--- src/rtl/mc_control_unit_pkg.sv ---
// Shared types and constants for the multicycle control unit: state encodings,
// opcode classes, datapath select values and the per-state output table.
package mc_ctrl_pkg;

    localparam int unsigned STATE_W = 4;

    typedef enum logic [STATE_W-1:0] {
        ST_RST     = 4'd0,
        ST_FETCH   = 4'd1,
        ST_DECODE  = 4'd2,
        ST_EX_R    = 4'd3,
        ST_EX_I    = 4'd4,
        ST_EX_IU   = 4'd5,
        ST_EX_ADDR = 4'd6,
        ST_EX_BR   = 4'd7,
        ST_EX_J    = 4'd8,
        ST_MEM_RD  = 4'd9,
        ST_MEM_WR  = 4'd10,
        ST_WB_R    = 4'd11,
        ST_WB_LW   = 4'd12,
        ST_TRAP    = 4'd13
    } state_t;

    typedef enum logic [2:0] {
        CL_R   = 3'd0,
        CL_I   = 3'd1,
        CL_IU  = 3'd2,
        CL_LD  = 3'd3,
        CL_ST  = 3'd4,
        CL_BR  = 3'd5,
        CL_J   = 3'd6,
        CL_ILL = 3'd7
    } op_class_t;

    localparam logic [3:0] OP_LUI = 4'b0000;
    localparam logic [3:0] OP_LW  = 4'b0001;
    localparam logic [3:0] OP_SW  = 4'b0010;
    localparam logic [3:0] OP_J   = 4'b0011;
    localparam logic [3:0] OP_BEQ = 4'b0100;
    localparam logic [3:0] OP_BNE = 4'b0101;

    localparam logic [1:0] PC_SRC_ALU    = 2'b00;
    localparam logic [1:0] PC_SRC_ALUOUT = 2'b01;
    localparam logic [1:0] PC_SRC_TARGET = 2'b10;
    localparam logic [1:0] PC_SRC_TRAP   = 2'b11;

    localparam logic [2:0] SRCB_REG    = 3'b000;
    localparam logic [2:0] SRCB_FOUR   = 3'b001;
    localparam logic [2:0] SRCB_IMM_SL = 3'b011;
    localparam logic [2:0] SRCB_IMM    = 3'b100;

    localparam logic [1:0] ALUOP_ADD  = 2'b00;
    localparam logic [1:0] ALUOP_SUB  = 2'b01;
    localparam logic [1:0] ALUOP_FUNC = 2'b10;

    localparam logic [1:0] TC_NONE    = 2'b00;
    localparam logic [1:0] TC_ILLEGAL = 2'b01;
    localparam logic [1:0] TC_IRQ     = 2'b10;

    // Outputs that depend on the state alone
    typedef struct packed {
        logic [1:0] pc_src;
        logic       i_or_d;
        logic       mem_read;
        logic       mem_write;
        logic       reg_dst;
        logic       reg_write;
        logic       alu_src_a;
        logic [2:0] alu_src_b;
        logic [1:0] alu_op;
        logic       mem_to_reg;
        logic       pc_write;
        logic       branch;
        logic       trap;
        logic       retire;
    } ctrl_t;

    function automatic op_class_t op_class(input logic [3:0] op);
        op_class_t c;
        case (op)
            4'b1000, 4'b1100, 4'b1011, 4'b1111:                   c = CL_R;
            4'b1001, 4'b1010, 4'b1101, 4'b1110, 4'b0111, 4'b0110: c = CL_I;
            OP_LUI:                                               c = CL_IU;
            OP_LW:                                                c = CL_LD;
            OP_SW:                                                c = CL_ST;
            OP_BEQ, OP_BNE:                                       c = CL_BR;
            OP_J:                                                 c = CL_J;
            default:                                              c = CL_ILL;
        endcase
        return c;
    endfunction

    function automatic ctrl_t state_ctrl(input state_t s);
        ctrl_t c;
        c = '0;
        case (s)
            ST_FETCH:   begin c.mem_read = 1'b1; c.alu_src_b = SRCB_FOUR; c.alu_op = ALUOP_ADD; end
            ST_DECODE:  c.alu_src_b = SRCB_IMM_SL;
            ST_EX_R:    begin c.alu_src_a = 1'b1; c.alu_src_b = SRCB_REG;    c.alu_op = ALUOP_FUNC; end
            ST_EX_I:    begin c.alu_src_a = 1'b1; c.alu_src_b = SRCB_IMM;    c.alu_op = ALUOP_FUNC; end
            ST_EX_IU:   begin c.alu_src_a = 1'b1; c.alu_src_b = SRCB_IMM_SL; c.alu_op = ALUOP_FUNC; end
            ST_EX_ADDR: begin c.alu_src_a = 1'b1; c.alu_src_b = SRCB_IMM;    c.alu_op = ALUOP_ADD;  end
            ST_EX_BR:   begin
                c.branch = 1'b1; c.pc_src = PC_SRC_TARGET; c.alu_src_a = 1'b1;
                c.alu_op = ALUOP_SUB; c.retire = 1'b1;
            end
            ST_EX_J:    begin c.pc_src = PC_SRC_TARGET; c.pc_write = 1'b1; c.retire = 1'b1; end
            ST_MEM_RD:  begin c.i_or_d = 1'b1; c.mem_read = 1'b1; end
            ST_MEM_WR:  begin c.i_or_d = 1'b1; c.mem_write = 1'b1; end
            ST_WB_R:    begin c.reg_write = 1'b1; c.retire = 1'b1; end
            ST_WB_LW:   begin c.reg_write = 1'b1; c.mem_to_reg = 1'b1; c.reg_dst = 1'b1; c.retire = 1'b1; end
            ST_TRAP:    begin c.pc_src = PC_SRC_TRAP; c.pc_write = 1'b1; c.trap = 1'b1; end
            default:    c = '0;
        endcase
        return c;
    endfunction

endpackage

--- src/rtl/mc_control_unit_if.sv ---
// Control-unit to datapath bundle: instruction fields and memory status in,
// every mux select and enable out.
interface mc_control_unit_if #(
    parameter int unsigned OP_W   = 4,
    parameter int unsigned FUNC_W = 4
);
    logic [OP_W-1:0]   op;
    logic [FUNC_W-1:0] funcf;
    logic              mem_ready;
    logic              irq;

    logic [1:0]        pc_src;
    logic              i_or_d;
    logic              mem_read;
    logic              mem_write;
    logic              ir_write;
    logic              reg_dst;
    logic              reg_src_a;
    logic              reg_write;
    logic              alu_src_a;
    logic              mem_to_reg;
    logic              pc_write;
    logic              branch;
    logic              branch_eq;
    logic [2:0]        alu_src_b;
    logic [1:0]        alu_op;
    logic [FUNC_W-1:0] alu_func;
    logic              trap;
    logic [1:0]        trap_cause;
    logic              retire;
    logic [3:0]        state_o;

    modport master (
        input  op, funcf, mem_ready, irq,
        output pc_src, i_or_d, mem_read, mem_write, ir_write, reg_dst, reg_src_a,
               reg_write, alu_src_a, mem_to_reg, pc_write, branch, branch_eq,
               alu_src_b, alu_op, alu_func, trap, trap_cause, retire, state_o
    );

    modport slave (
        output op, funcf, mem_ready, irq,
        input  pc_src, i_or_d, mem_read, mem_write, ir_write, reg_dst, reg_src_a,
               reg_write, alu_src_a, mem_to_reg, pc_write, branch, branch_eq,
               alu_src_b, alu_op, alu_func, trap, trap_cause, retire, state_o
    );
endinterface

--- src/rtl/mc_control_unit_decode.sv ---
// Opcode classifier: low nibble selects the class, any set bit above [3:0]
// marks the opcode illegal.
module mc_opcode_decode
    import mc_ctrl_pkg::*;
#(
    parameter int unsigned OP_W = 4
) (
    input  logic [OP_W-1:0] i_op,
    output op_class_t       o_class,
    output logic            o_illegal
);
    logic [3:0] w_low;
    logic       w_upper;

    assign w_low   = i_op[3:0];
    assign o_class = op_class(w_low);

    generate
        if (OP_W > 4) begin : g_upper
            assign w_upper = |i_op[OP_W-1:4];
        end else begin : g_exact
            assign w_upper = 1'b0;
        end
    endgenerate

    assign o_illegal = w_upper || (o_class == CL_ILL);
endmodule

--- src/rtl/mc_control_unit.sv ---
// Multicycle MIPS-style control FSM with memory wait states, trap entry for
// illegal opcodes and interrupts, and a per-instruction retire pulse.
module mc_control_unit
    import mc_ctrl_pkg::*;
#(
    parameter int unsigned OP_W    = 4,
    parameter int unsigned FUNC_W  = 4,
    parameter bit          TRAP_EN = 1'b1
) (
    input  logic             clk,
    input  logic             reset,
    mc_control_unit_if.master bus
);
    state_t     r_state;
    state_t     w_next;
    ctrl_t      r_ctrl;
    ctrl_t      w_ctrl;
    logic       r_fetch_rd;
    logic       r_irq_take;
    logic [1:0] r_trap_cause;
    op_class_t  w_class;
    logic       w_illegal;
    logic       w_take;
    logic       w_fetch_go;
    logic       w_ldst;

    mc_opcode_decode #(.OP_W(OP_W)) u_decode (
        .i_op      (bus.op),
        .o_class   (w_class),
        .o_illegal (w_illegal)
    );

    // irq is only looked at on the edge that enters FETCH, never while waiting there
    assign w_take = TRAP_EN && bus.irq && (w_next == ST_FETCH) && (r_state != ST_FETCH);

    always_comb begin
        w_next = ST_RST;
        case (r_state)
            ST_RST:     w_next = ST_FETCH;
            ST_FETCH: begin
                if (r_irq_take)         w_next = ST_TRAP;
                else if (bus.mem_ready) w_next = ST_DECODE;
                else                    w_next = ST_FETCH;
            end
            ST_DECODE: begin
                if (w_illegal) begin
                    w_next = TRAP_EN ? ST_TRAP : ST_FETCH;
                end else begin
                    case (w_class)
                        CL_R:         w_next = ST_EX_R;
                        CL_I:         w_next = ST_EX_I;
                        CL_IU:        w_next = ST_EX_IU;
                        CL_LD, CL_ST: w_next = ST_EX_ADDR;
                        CL_BR:        w_next = ST_EX_BR;
                        CL_J:         w_next = ST_EX_J;
                        default:      w_next = ST_FETCH;
                    endcase
                end
            end
            ST_EX_R, ST_EX_I, ST_EX_IU: w_next = ST_WB_R;
            ST_EX_ADDR: w_next = (w_class == CL_LD) ? ST_MEM_RD : ST_MEM_WR;
            ST_MEM_RD:  w_next = bus.mem_ready ? ST_WB_LW : ST_MEM_RD;
            ST_MEM_WR:  w_next = bus.mem_ready ? ST_FETCH : ST_MEM_WR;
            ST_EX_BR, ST_EX_J, ST_WB_R, ST_WB_LW, ST_TRAP: w_next = ST_FETCH;
            default:    w_next = ST_RST;
        endcase
    end

    // Lookahead: register the next state's outputs so they line up with the state
    always_comb begin
        w_ctrl = state_ctrl(w_next);
        if (w_take) w_ctrl.mem_read = 1'b0;
    end

    always_ff @(posedge clk or negedge reset) begin
        if (!reset) begin
            r_state      <= ST_RST;
            r_ctrl       <= '0;
            r_fetch_rd   <= 1'b0;
            r_irq_take   <= 1'b0;
            r_trap_cause <= TC_NONE;
        end else begin
            r_state    <= w_next;
            r_ctrl     <= w_ctrl;
            r_fetch_rd <= (w_next == ST_FETCH) && !w_take;
            r_irq_take <= w_take;
            if (w_next == ST_TRAP)
                r_trap_cause <= (r_state == ST_FETCH) ? TC_IRQ : TC_ILLEGAL;
        end
    end

    assign w_fetch_go = r_fetch_rd && bus.mem_ready;
    assign w_ldst     = (r_state == ST_DECODE) && !w_illegal && ((w_class == CL_LD) || (w_class == CL_ST));

    assign bus.pc_src     = r_ctrl.pc_src;
    assign bus.i_or_d     = r_ctrl.i_or_d;
    assign bus.mem_read   = r_ctrl.mem_read;
    assign bus.mem_write  = r_ctrl.mem_write;
    assign bus.ir_write   = w_fetch_go;
    assign bus.reg_dst    = r_ctrl.reg_dst | w_ldst;
    assign bus.reg_src_a  = w_ldst;
    assign bus.reg_write  = r_ctrl.reg_write;
    assign bus.alu_src_a  = r_ctrl.alu_src_a;
    assign bus.mem_to_reg = r_ctrl.mem_to_reg;
    assign bus.pc_write   = r_ctrl.pc_write | w_fetch_go;
    assign bus.branch     = r_ctrl.branch;
    // Low opcode bit separates beq (0100) from bne (0101)
    assign bus.branch_eq  = r_ctrl.branch & ~bus.op[0];
    assign bus.alu_src_b  = r_ctrl.alu_src_b;
    assign bus.alu_op     = r_ctrl.alu_op;
    assign bus.alu_func   = (r_state == ST_RST) ? FUNC_W'(0) : bus.funcf;
    assign bus.trap       = r_ctrl.trap;
    assign bus.trap_cause = r_trap_cause;
    assign bus.retire     = r_ctrl.retire | (r_ctrl.mem_write & bus.mem_ready);
    assign bus.state_o    = r_state;
endmodule

--- src/flat_wrapper.sv ---
// flat-port wrapper written by rule: the top's interface ports become plain ports
module mc_control_unit_flat import mc_ctrl_pkg::*;
#(
    parameter int unsigned OP_W    = 4,
    parameter int unsigned FUNC_W  = 4,
    parameter bit          TRAP_EN = 1'b1
)
  (clk, reset, bus_op, bus_funcf, bus_mem_ready, bus_irq, bus_pc_src, bus_i_or_d, bus_mem_read, bus_mem_write, bus_ir_write, bus_reg_dst, bus_reg_src_a, bus_reg_write, bus_alu_src_a, bus_mem_to_reg, bus_pc_write, bus_branch, bus_branch_eq, bus_alu_src_b, bus_alu_op, bus_alu_func, bus_trap, bus_trap_cause, bus_retire, bus_state_o);
  mc_control_unit_if #(.OP_W(OP_W), .FUNC_W(FUNC_W)) bus_i ();
  input  logic clk;
  input  logic reset;
  input wire logic [$bits(bus_i.op)-1:0] bus_op;
  input wire logic [$bits(bus_i.funcf)-1:0] bus_funcf;
  input wire logic [$bits(bus_i.mem_ready)-1:0] bus_mem_ready;
  input wire logic [$bits(bus_i.irq)-1:0] bus_irq;
  output wire logic [$bits(bus_i.pc_src)-1:0] bus_pc_src;
  output wire logic [$bits(bus_i.i_or_d)-1:0] bus_i_or_d;
  output wire logic [$bits(bus_i.mem_read)-1:0] bus_mem_read;
  output wire logic [$bits(bus_i.mem_write)-1:0] bus_mem_write;
  output wire logic [$bits(bus_i.ir_write)-1:0] bus_ir_write;
  output wire logic [$bits(bus_i.reg_dst)-1:0] bus_reg_dst;
  output wire logic [$bits(bus_i.reg_src_a)-1:0] bus_reg_src_a;
  output wire logic [$bits(bus_i.reg_write)-1:0] bus_reg_write;
  output wire logic [$bits(bus_i.alu_src_a)-1:0] bus_alu_src_a;
  output wire logic [$bits(bus_i.mem_to_reg)-1:0] bus_mem_to_reg;
  output wire logic [$bits(bus_i.pc_write)-1:0] bus_pc_write;
  output wire logic [$bits(bus_i.branch)-1:0] bus_branch;
  output wire logic [$bits(bus_i.branch_eq)-1:0] bus_branch_eq;
  output wire logic [$bits(bus_i.alu_src_b)-1:0] bus_alu_src_b;
  output wire logic [$bits(bus_i.alu_op)-1:0] bus_alu_op;
  output wire logic [$bits(bus_i.alu_func)-1:0] bus_alu_func;
  output wire logic [$bits(bus_i.trap)-1:0] bus_trap;
  output wire logic [$bits(bus_i.trap_cause)-1:0] bus_trap_cause;
  output wire logic [$bits(bus_i.retire)-1:0] bus_retire;
  output wire logic [$bits(bus_i.state_o)-1:0] bus_state_o;
  assign bus_i.op = bus_op;
  assign bus_i.funcf = bus_funcf;
  assign bus_i.mem_ready = bus_mem_ready;
  assign bus_i.irq = bus_irq;
  assign bus_pc_src = bus_i.pc_src;
  assign bus_i_or_d = bus_i.i_or_d;
  assign bus_mem_read = bus_i.mem_read;
  assign bus_mem_write = bus_i.mem_write;
  assign bus_ir_write = bus_i.ir_write;
  assign bus_reg_dst = bus_i.reg_dst;
  assign bus_reg_src_a = bus_i.reg_src_a;
  assign bus_reg_write = bus_i.reg_write;
  assign bus_alu_src_a = bus_i.alu_src_a;
  assign bus_mem_to_reg = bus_i.mem_to_reg;
  assign bus_pc_write = bus_i.pc_write;
  assign bus_branch = bus_i.branch;
  assign bus_branch_eq = bus_i.branch_eq;
  assign bus_alu_src_b = bus_i.alu_src_b;
  assign bus_alu_op = bus_i.alu_op;
  assign bus_alu_func = bus_i.alu_func;
  assign bus_trap = bus_i.trap;
  assign bus_trap_cause = bus_i.trap_cause;
  assign bus_retire = bus_i.retire;
  assign bus_state_o = bus_i.state_o;
  mc_control_unit #(.OP_W(OP_W), .FUNC_W(FUNC_W), .TRAP_EN(TRAP_EN)) u_core (.clk(clk), .reset(reset), .bus(bus_i));
endmodule
--- config.mk ---
export PLATFORM = sky130hd
export DESIGN_NAME = mc_control_unit_flat
export DESIGN_NICKNAME = d
export VERILOG_FILES = /design/src/rtl/mc_control_unit_pkg.sv /design/src/rtl/mc_control_unit_if.sv /design/src/rtl/mc_control_unit_decode.sv /design/src/rtl/mc_control_unit.sv /design/src/flat_wrapper.sv
export SDC_FILE = /design/constraint.sdc
export NUM_CORES = 1
export LEC_CHECK = 0
export CORE_UTILIZATION = 49
export CTS_CLUSTER_SIZE = 25
export DETAILED_ROUTE_END_ITERATION = 6
export HOLD_SLACK_MARGIN = 0.03
export PLACE_DENSITY = 0.84
export SETUP_SLACK_MARGIN = 0.4
export SYNTH_ARGS = -nofsm -noshare
export SYNTH_HDL_FRONTEND = slang
export SYNTH_SLANG_ARGS = --single-unit
--- constraint.sdc ---
create_clock -name clk -period 4.9 [get_ports clk]
set_clock_uncertainty 0.1 [all_clocks]
set_input_delay 0.98 -clock clk [delete_from_list [all_inputs] [get_ports clk]]
set_output_delay 0.98 -clock clk [all_outputs]
set_load 0.005 [all_outputs]
==> results of run 1 <==
[cells in the mapped netlist (all sizes together) (3+ instances only)]
| cell type | instances |
|---|---|
| dfrtp | 23 |
| nor2b | 11 |
| buf | 10 |
| nand2 | 10 |
| inv | 7 |
| o21ai | 7 |
| nand2b | 6 |
| nor2 | 6 |
| nor3 | 6 |
| a21oi | 4 |
| a21o | 3 |
| and2 | 3 |
| mux2i | 3 |
| nand3b | 3 |
[kinds of logic (layout without fill, tap and decap cells)]
family | count (synthesis) | count (layout)
DFF | 23 | 23
buffers and inverters | 19 | 57
AOI/OAI and AO/OA | 28 | 28
muxes | 4 | 4
and+or+nand+nor | 59 | 59
xor gates and xnor gates | 3 | 3
adders and majority gates | 2 | 2
[where the power goes]
| part | leakage, nW | internal (mW) | switching (mW) | total [mW] |
|---|---|---|---|---|
| logic | 0.505 | 0.342 | 0.306 | 0.649 |
| clock network | 0.0177 | 0.0305 | 0.0554 | 0.0859 |
| registers | 0.298 | 0.258 | 0.0727 | 0.331 |
| total | 0.820 | 0.631 | 0.434 | 1.07 |
[final timing paths]
| check | slack (ns) | endpoint | depth (start not counted) |
|---|---|---|---|
| worst min register to register | 0.44 | u_core.bus.trap_cause[1] | 1 |
| min in group asynchronous | 1.10 | u_core.bus.alu_src_b[0] | 1 |
| worst max register to register | 2.39 | u_core.r_ctrl[0] | 5 |
| max in group asynchronous | 3.01 | u_core.bus.mem_write | 1 |
| worst min-delay path | 0.44 | u_core.bus.trap_cause[1] | 1 |
| worst max-delay path | 0.58 | bus_reg_src_a | 8 |
[metrics by stage]
| step | setup WS, ns | utilization (%) |
|---|---|---|
| 3_5_place_dp | 0.2224 | 68.68 |
| 6_report | 0.5771 | 71.53 |
| 4_1_cts | 0.4066 | 70.40 |
| 3_3_place_gp | 0.3619 | 68.68 |
| 5_1_grt | 0.4461 | 71.53 |
| 2_1_floorplan | 1.419 | - |
[registers in the layout, indices dropped and copies added, names as in the netlist]
name	cells
u_core.bus.trap_cause	2
u_core.r_irq_take	1
u_core.bus.state_o	4
u_core.bus.i_or_d	1
u_core.bus.mem_read	1
u_core.bus.pc_src	2
u_core.bus.mem_write	1
u_core.bus.reg_write	1
u_core.r_fetch_rd	1
u_core.r_ctrl	3
u_core.bus.alu_src_b	3
u_core.bus.alu_op	2
u_core.bus.alu_src_a	1
[cell type report]
type,instances,share of cell area [%]
Inverter,7,1.443
Timing Repair Buffer,46,24.95
Multi-Input combinational cell,96,38.42
Sequential cell,23,31.62
Tap cell,30,2.062
Clock buffer,3,1.237
Clock inverter,1,0.2749
[per-layer routing]
layer  wire length, um  global-route usage, %  part of all wire, %  vias up
li1                  -                      -                    -      552
met1              1280                  28.15                   42      546
met2              1595                  40.16                   52       35
met3               118                  3.889                  3.9        7
met4                55                  4.274                  1.8        0
met5                 0                      0                    0        -
[repair_timing]
item / CTS / global route
gates resized for setup: 3 / 4
setup buffers: 0 / 2
setup endpoints to repair: 2 / 2
gates cloned: 0 / 0
pin swaps: 1 / 3
==> reports/metrics.csv, run 1 <==
metric;value;unit
mux share of post-synthesis cell area;3.044;%
status;finished clean;
largest net degree at the start of global routing;24;
Startpoint Class;primary input;
CP required;3.82;ns
Worst IR Drop VDD;454.7;uV
area used by multi-input combinational logic;699.4;um2
final slew viol count;0;
Final Power;1.065;mW
Vias;1140;
Total Routing Usage GR;22.51;%
final hold violation count;0;
Synth Area in XOR/XNOR;1.937;%
initial core utilization;53.29;%
Port Buf Inserts;42;
CTS H-tree depth;1;
RSZ-0062 raised after global routing;no;
post-DR vias/cell;5.534;
Syn Area/Cell;9.828;um2
top_reg_cell synth;dfrtp_1;
n_diodes;0;
cell accounting for the most synthesized area;dfrtp_1;
initial antenna violation count;0;
Detail Placement HPWL;2.388;mm
Root Driver;clkbuf_4;
io pins;43;
register area share after synthesis;42.44;%
largest family of logic cells by synthesized area;simple AND/OR/NAND/NOR gates;
total negative slack;0;ns
TritonCTS Buffers;3;
Post-Syn Area;1356;um2
Clock Pin Slew Worst Setup and Hold Paths;0.13;ns
Post-synth EDFFs;0;
floorplan row count;18;
DRC viols;0;
Register Area;575.6;um2
DP Cell Count;200;
Worst Setup End Kind;primary output;
global-route wire length before repair;4.767;mm
clk sinks;23;
WL/cell;14.81;um
CP dominant cell by count;clkdlybuf4s50_1;
share of cells above drive strength 1;13.64;%
hold_buf cts;0;
CTS max path bufs;2;
CP top delay family;buffers and inverters;
Crit Path Class;primary input to primary output;
pwr dens;585.3;nW/um2
CP max FO;8;
final setup fails;0;
Placer Congestion;0.8051;
Final period util;88.22;%
Synth Area in Compound Gates;15.87;%
Distinct cells, synth;47;
f_max;231.3;MHz
Detail Route Antenna Nets;0;
adder-cell area share of the yosys netlist;1.845;%
commonest cells after routing, fill and taps aside;39 x clkdlybuf4s50_1, 23 x dfrtp_1, 11 x nor2b_1;
Placed Area;1748;um2
Hold Path Class;flop to flop;
FF+latch count, synth;23;
Slew HR;34.48;%
Worst-Skew Late Latency;0.31;ns
final wirelength;3.050;mm
1st-pass router iterations;4;
hold_sp;u_core.bus.trap_cause[1];
Final Non-Filler Cells;206;
share of the synthesized area in the top cell type;42.44;%
Die Area;2982;um2
CORE AREA;2545;um2
Die Y;54.61;um
final net count;191;
Max-cap violations;0;
yosys warns;0;
total grt overflow;0;
ys async rst share;100.0;%
Synth Area in Simple Gates;26.94;%
minimum hold slack;0.4354;ns
Syn-to-layout area delta;34.23;%
vias in the first global route;1040;
crit path buf inv count;3;
largest stage delay on the critical path;0.55;ns
Crit-path slowest cell;clkdlybuf4s50_1;
Synthesized Nets;152;
leak pwr;0.8203;nW
final instance area;1821;um2
worst flop-to-flop path startpoint;u_core.bus.state_o[1];
die width;54.61;um
Synth area leaders;dfrtp_1 42%, nor2b_1 5.1%, buf_4 3.9%, nand2_1 2.8%, nand2b_1 2.3%;
Least-Margin Pin Slew;0.9798;ns
critical path cell sequence;clkdlybuf4s50_1 > or3b_2 > o22ai_2 > nor3_2 > inv_2 > nand4_1 > nor2_1 > clkdlybuf4s50_1;
FILL cells;186;
commonest non-fill, non-tap cell in the layout;clkdlybuf4s50_1;
Critical Path AT;3.24;ns
DRT iter0 DRCs;11;
Cells after Synth;138;
CTS tree;yes;
Final Critical Period;4.323;ns
launch point of the worst path;bus_mem_ready;
Power figures use the tool's default switching activity.
==> inputs of run 2 (changes only) <==
CORE_UTILIZATION = 55   (was 49)
DONT_BUFFER_PORTS = 1   (was not set)
PLACE_DENSITY = 0.7   (was 0.84)
==> run 2 against run 1 <==
  * Power shrank 21%
  * Global-route usage shrank 0.42 points
  * Register-to-register slack is essentially flat
  * Clock-buffer cell count is the same
  * Flip-flop and latch count is the same
  * Cell area shrank 27%
  * Clock power grew 1%
  * Die area shrank 11%
  * Sequential power grew 2%
  * First-iteration DRC count grew 120%
  * Core utilization shrank 13 points
  * Sequential share of layout area grew 11 points
  * Largest power group unchanged
  * Highest routed layer unchanged
==> reports/metrics.csv, run 2 (synthesized netlist as in run 1, its figures left out) <==
metric;value;unit
final setup fails;0;
total grt overflow;0;
pre-CTS setup slack;1.259;ns
hold_buf cts;0;
clk sinks;23;
Largest register FFs;4;
Die Y;51.66;um
largest net degree at the start of global routing;24;
n_diodes;0;
Startpoint Class;primary input;
CORE AREA;2276;um2
commonest non-fill, non-tap cell in the layout;dfrtp_1;
Worst IR Drop VDD;424.8;uV
CP required;3.82;ns
leak pwr;0.6113;nW
Least-Margin Pin Slew;0.6419;ns
final net count;145;
Port Buf Inserts;0;
die width;51.66;um
pwr dens;630.8;nW/um2
Crit Path Class;primary input to primary output;
final wirelength;2.608;mm
Worst-Skew Late Latency;0.31;ns
CTS H-tree depth;1;
Worst Setup End Kind;primary output;
DRC viols;0;
Die Area;2669;um2
Clock Pin Slew Worst Setup and Hold Paths;0.13;ns
commonest cells after routing, fill and taps aside;23 x dfrtp_1, 11 x nor2b_1, 10 x nand2_1;
Syn-to-layout area delta;-1.384;%
TritonCTS Buffers;3;
final slew viol count;0;
final worst setup slack;1.257;ns
Detail Route Antenna Nets;0;
vias in the first global route;929;
CP max FO;7;
RSZ-0062 raised after global routing;no;
io pins;43;
PostCTS Resize Cnt;0;
post-DR vias/cell;6.044;
Final Critical Period;3.643;ns
Vias;955;
status;finished clean;
total negative slack;0;ns
Placer Congestion;0.8806;
WL/cell;16.51;um
initial antenna violation count;0;
1st-pass router iterations;4;
Slew HR;56.82;%
Detail Placement HPWL;1.962;mm
final hold violation count;0;
Critical Path AT;2.56;ns
R2R depth;6;
f_max;274.5;MHz
setup bufs post-CTS;0;
Root Driver;clkbuf_4;
Hold Path Class;primary input to asynchronous set/reset pin;
share of cells above drive strength 1;13.08;%
global-route wire length before repair;4.319;mm
CTS max path bufs;2;
initial core utilization;59.59;%
floorplan row count;17;
Final period util;74.34;%
Total Routing Usage GR;22.10;%
DRT iter0 DRCs;24;
CTS tree;yes;
Max-cap violations;0;
-- run 2: cell count changes in the layout (fill, tap and decap cells not counted), sizes merged --
cell and change:
clkdlybuf4s50 -39, dlygate4sd2 -1, dlymetal6s2s -2, buf -4
-- run 2: final timing paths --
path / to / from / slack, ns
hold / removal: u_core.bus.i_or_d / reset / 0.24
min in group clk: u_core.bus.trap_cause[1] / u_core.bus.trap_cause[1] / 0.45
setup reg to reg: u_core.bus.trap_cause[1] / u_core.bus.state_o[1] / 2.38
hold reg to reg: u_core.bus.trap_cause[1] / u_core.bus.trap_cause[1] / 0.45
setup / recovery: bus_reg_dst / bus_op[0] / 1.26
max in group asynchronous: u_core.bus.state_o[3] / reset / 4.38
-- run 2: power by group --
part           internal, mW  leakage, nW  switching, mW
Combinational         0.170        0.296          0.247
Clock                0.0305       0.0177         0.0563
Sequential            0.259        0.298         0.0805
-- run 2: area by class of cell --
class	instances	area [um2]
Multi-Input combinational cell	96	673.1
Fill cell	199	938.4
Sequential cell	23	575.6
Clock buffer	3	22.52
Clock inverter	1	5.005
Tap cell	28	35.03
Inverter	7	26.28
-- run 2: metrics by stage --
stage                     util [%]  power [mW]  area (um2)  std cells  hold WS, ns
after global placement       57.56      0.7466        1310        154       0.4250
after floorplan                  -      0.7016        1356        138       0.4041
final                        58.77      0.8437        1338        158       0.2419
after global routing         58.77      0.9242        1338        158       0.1998
after detailed placement     57.56      0.7563        1310        154       0.4322
after CTS                    58.77      0.8442        1338        158       0.2316
-- run 2: critical path: stages --
cell      delay [ns]
inv_1           0.02
ha_1            0.23
nor3_1          0.19
nor2b_1         0.22
o22ai_1         0.15
nor3_2          0.37
inv_2           0.14
nand4_1         0.15
o21bai_1        0.09
-- run 2: layer usage --
metal  routed length (um)  up-vias  GRT usage (%)
li1                     -      459              -
met1                 1154      441          29.03
met2                 1218       49          34.85
met3                  187        6          5.848
met4                   48        0          8.108
met5                    0        -              0
==> inputs of run 3 (changes only) <==
PLACE_DENSITY = 0.73   (was 0.7)
clock period = 3.1 ns   (was 4.9 ns; I/O delays follow)
==> run 3 against run 2 <==
  * Critical path type unchanged
  * Setup slack worse by 0.97 ns
  * Largest power group unchanged
  * Critical endpoint unchanged
  * Sequential share of layout area is 4.2 points lower
  * Clock-buffer cell count is 1 higher
==> reports/metrics.csv, run 3 (synthesized netlist as in run 1, its figures left out) <==
metric;value;unit
vias in the first global route;953;
TritonCTS Buffers;3;
Detail Placement HPWL;1.999;mm
critical path cell sequence;inv_1 > ha_1 > nor3_1 > nor2b_1 > o22ai_4 > nor3_2 > inv_2 > nand4_1 > o21bai_1;
switching share of power;43.95;%
Least-Margin Pin Slew;0.9841;ns
Critical Path AT;2.09;ns
Switch Pwr;0.6625;mW
Vias;1027;
1st-pass router iterations;5;
global-route wire length before repair;4.436;mm
Max-cap violations;0;
largest net degree at the start of global routing;24;
Placed Area;1345;um2
total negative slack;0;ns
CTS max path bufs;2;
RSZ-0062 raised after global routing;yes;
final setup fails;0;
total grt overflow;0;
Root Driver;clkbuf_4;
CORE AREA;2276;um2
DRC viols;0;
initial antenna violation count;0;
final net count;155;
WL/cell;16.91;um
Port Buf Inserts;0;
Crit-path slowest cell;nor2b_1;
commonest cells after routing, fill and taps aside;21 x dfrtp_1, 10 x nand2_1, 10 x nor2b_1;
CP required;2.38;ns
io pins;43;
clk sinks;23;
CP max FO;4;
Final period util;90.75;%
f_max;355.5;MHz
final instance area;1488;um2
die width;51.66;um
Final Critical Period;2.813;ns
Worst Setup End Kind;primary output;
Hold Path Class;primary input to flop;
post-DR vias/cell;6.113;
Startpoint Class;primary input;
Placer Congestion;0.9217;
sequential fraction of design power;34.4;%
Final Power;1.507;mW
P_int;0.8449;mW
final slew viol count;0;
Combinational Power Share;56.8;%
largest stage delay on the critical path;0.33;ns
leak pwr;0.6706;nW
Clk pwr share;8.9;%
DRT iter0 DRCs;31;
Total Routing Usage GR;22.62;%
status;finished clean;
Clock Pin Slew Worst Setup and Hold Paths;0.11;ns
Detail Route Antenna Nets;0;
Die Area;2669;um2
commonest non-fill, non-tap cell in the layout;dfrtp_1;
n_diodes;0;
Worst IR Drop VDD;531.4;uV
floorplan row count;17;
share of cells above drive strength 1;23.57;%
Crit Path Class;primary input to primary output;
final hold violation count;0;
Die Y;51.66;um
initial core utilization;59.59;%
Worst-Skew Late Latency;0.30;ns
Syn-to-layout area delta;9.687;%
CTS H-tree depth;1;
final wirelength;2.841;mm
Slew HR;34.18;%
CTS tree;yes;
Largest register FFs;4;
pwr dens;1013;nW/um2
-- run 3: cell count changes in the layout (fill, tap and decap cells not counted), sizes merged --
cell	before	now
clkbuf	3	4
clkinv	1	0
dlygate4sd3	0	1
buf	0	9
-- run 3: worst max-delay path, delay by kind of cell --
kind / cells / cell delay, ns
simple gates: 4 / 0.91
fa+ha+maj: 1 / 0.24
compound gates: 2 / 0.22
buf+inv: 2 / 0.09
-- run 3: final cells by class --
cell class | instances | area [um2]
clock buffers | 4 | 26.28
well taps | 28 | 35.03
inverters | 7 | 26.28
fillers | 176 | 788.3
repair buffers | 10 | 81.33
flip-flops and latches | 23 | 578.1
multi-input cells | 96 | 740.7
-- run 3: through the flow --
stage	util (%)	hold WS, ns	worst slack, ns	std cells
3_5_place_dp	59.10	0.2248	0.3420	158
2_1_floorplan	-	0.2244	0.4183	138
4_1_cts	63.33	0.3904	0.2973	167
5_1_grt	65.37	0.3810	0.1157	168
6_report	65.37	0.3995	0.2868	168
3_3_place_gp	59.10	0.2248	0.3744	158
-- run 3: what timing repair did --
action | in CTS | in global routing
setup buffers | 4 | 1
cloned | 0 | 0
hold endpoints to repair | 23 | 0
endpoints found under the setup margin | 2 | 2
resized for setup | 6 | 7
pin swaps | 3 | 4
hold buffers | 1 | 0
-- run 3: path summary, 6_finish.rpt --
path,from,to,slack (ns),cells past startpoint
max,bus_op[0],bus_reg_dst,0.29,9
min,bus_mem_ready,u_core.r_ctrl[12],0.40,2
max reg2reg,u_core.bus.state_o[0],u_core.bus.trap_cause[1],0.69,6
min reg2reg,u_core.bus.trap_cause[1],u_core.bus.trap_cause[1],0.45,1
max in group asynchronous,reset,u_core.bus.state_o[3],1.43,1
min in group asynchronous,reset,u_core.bus.i_or_d,0.81,1
-- run 3: power by group through the flow --
stage / sequential [mW] / combinational (mW) / clock (mW)
after detailed placement: 0.519 / 0.726 / 0
final: 0.518 / 0.856 / 0.133
after CTS: 0.517 / 0.810 / 0.136
after global placement: 0.521 / 0.710 / 0
after global routing: 0.535 / 0.945 / 0.152
after floorplan: 0.474 / 0.639 / 0
-- run 3: per-layer routing --
metal  global-route usage [%]  wire (um)  vias to the layer above
li1                         -          -                      481
met1                    28.49       1211                      493
met2                    38.10       1449                       53
met3                    7.310        181                        0
met4                    4.054          0                        0
met5                        0          0                        -
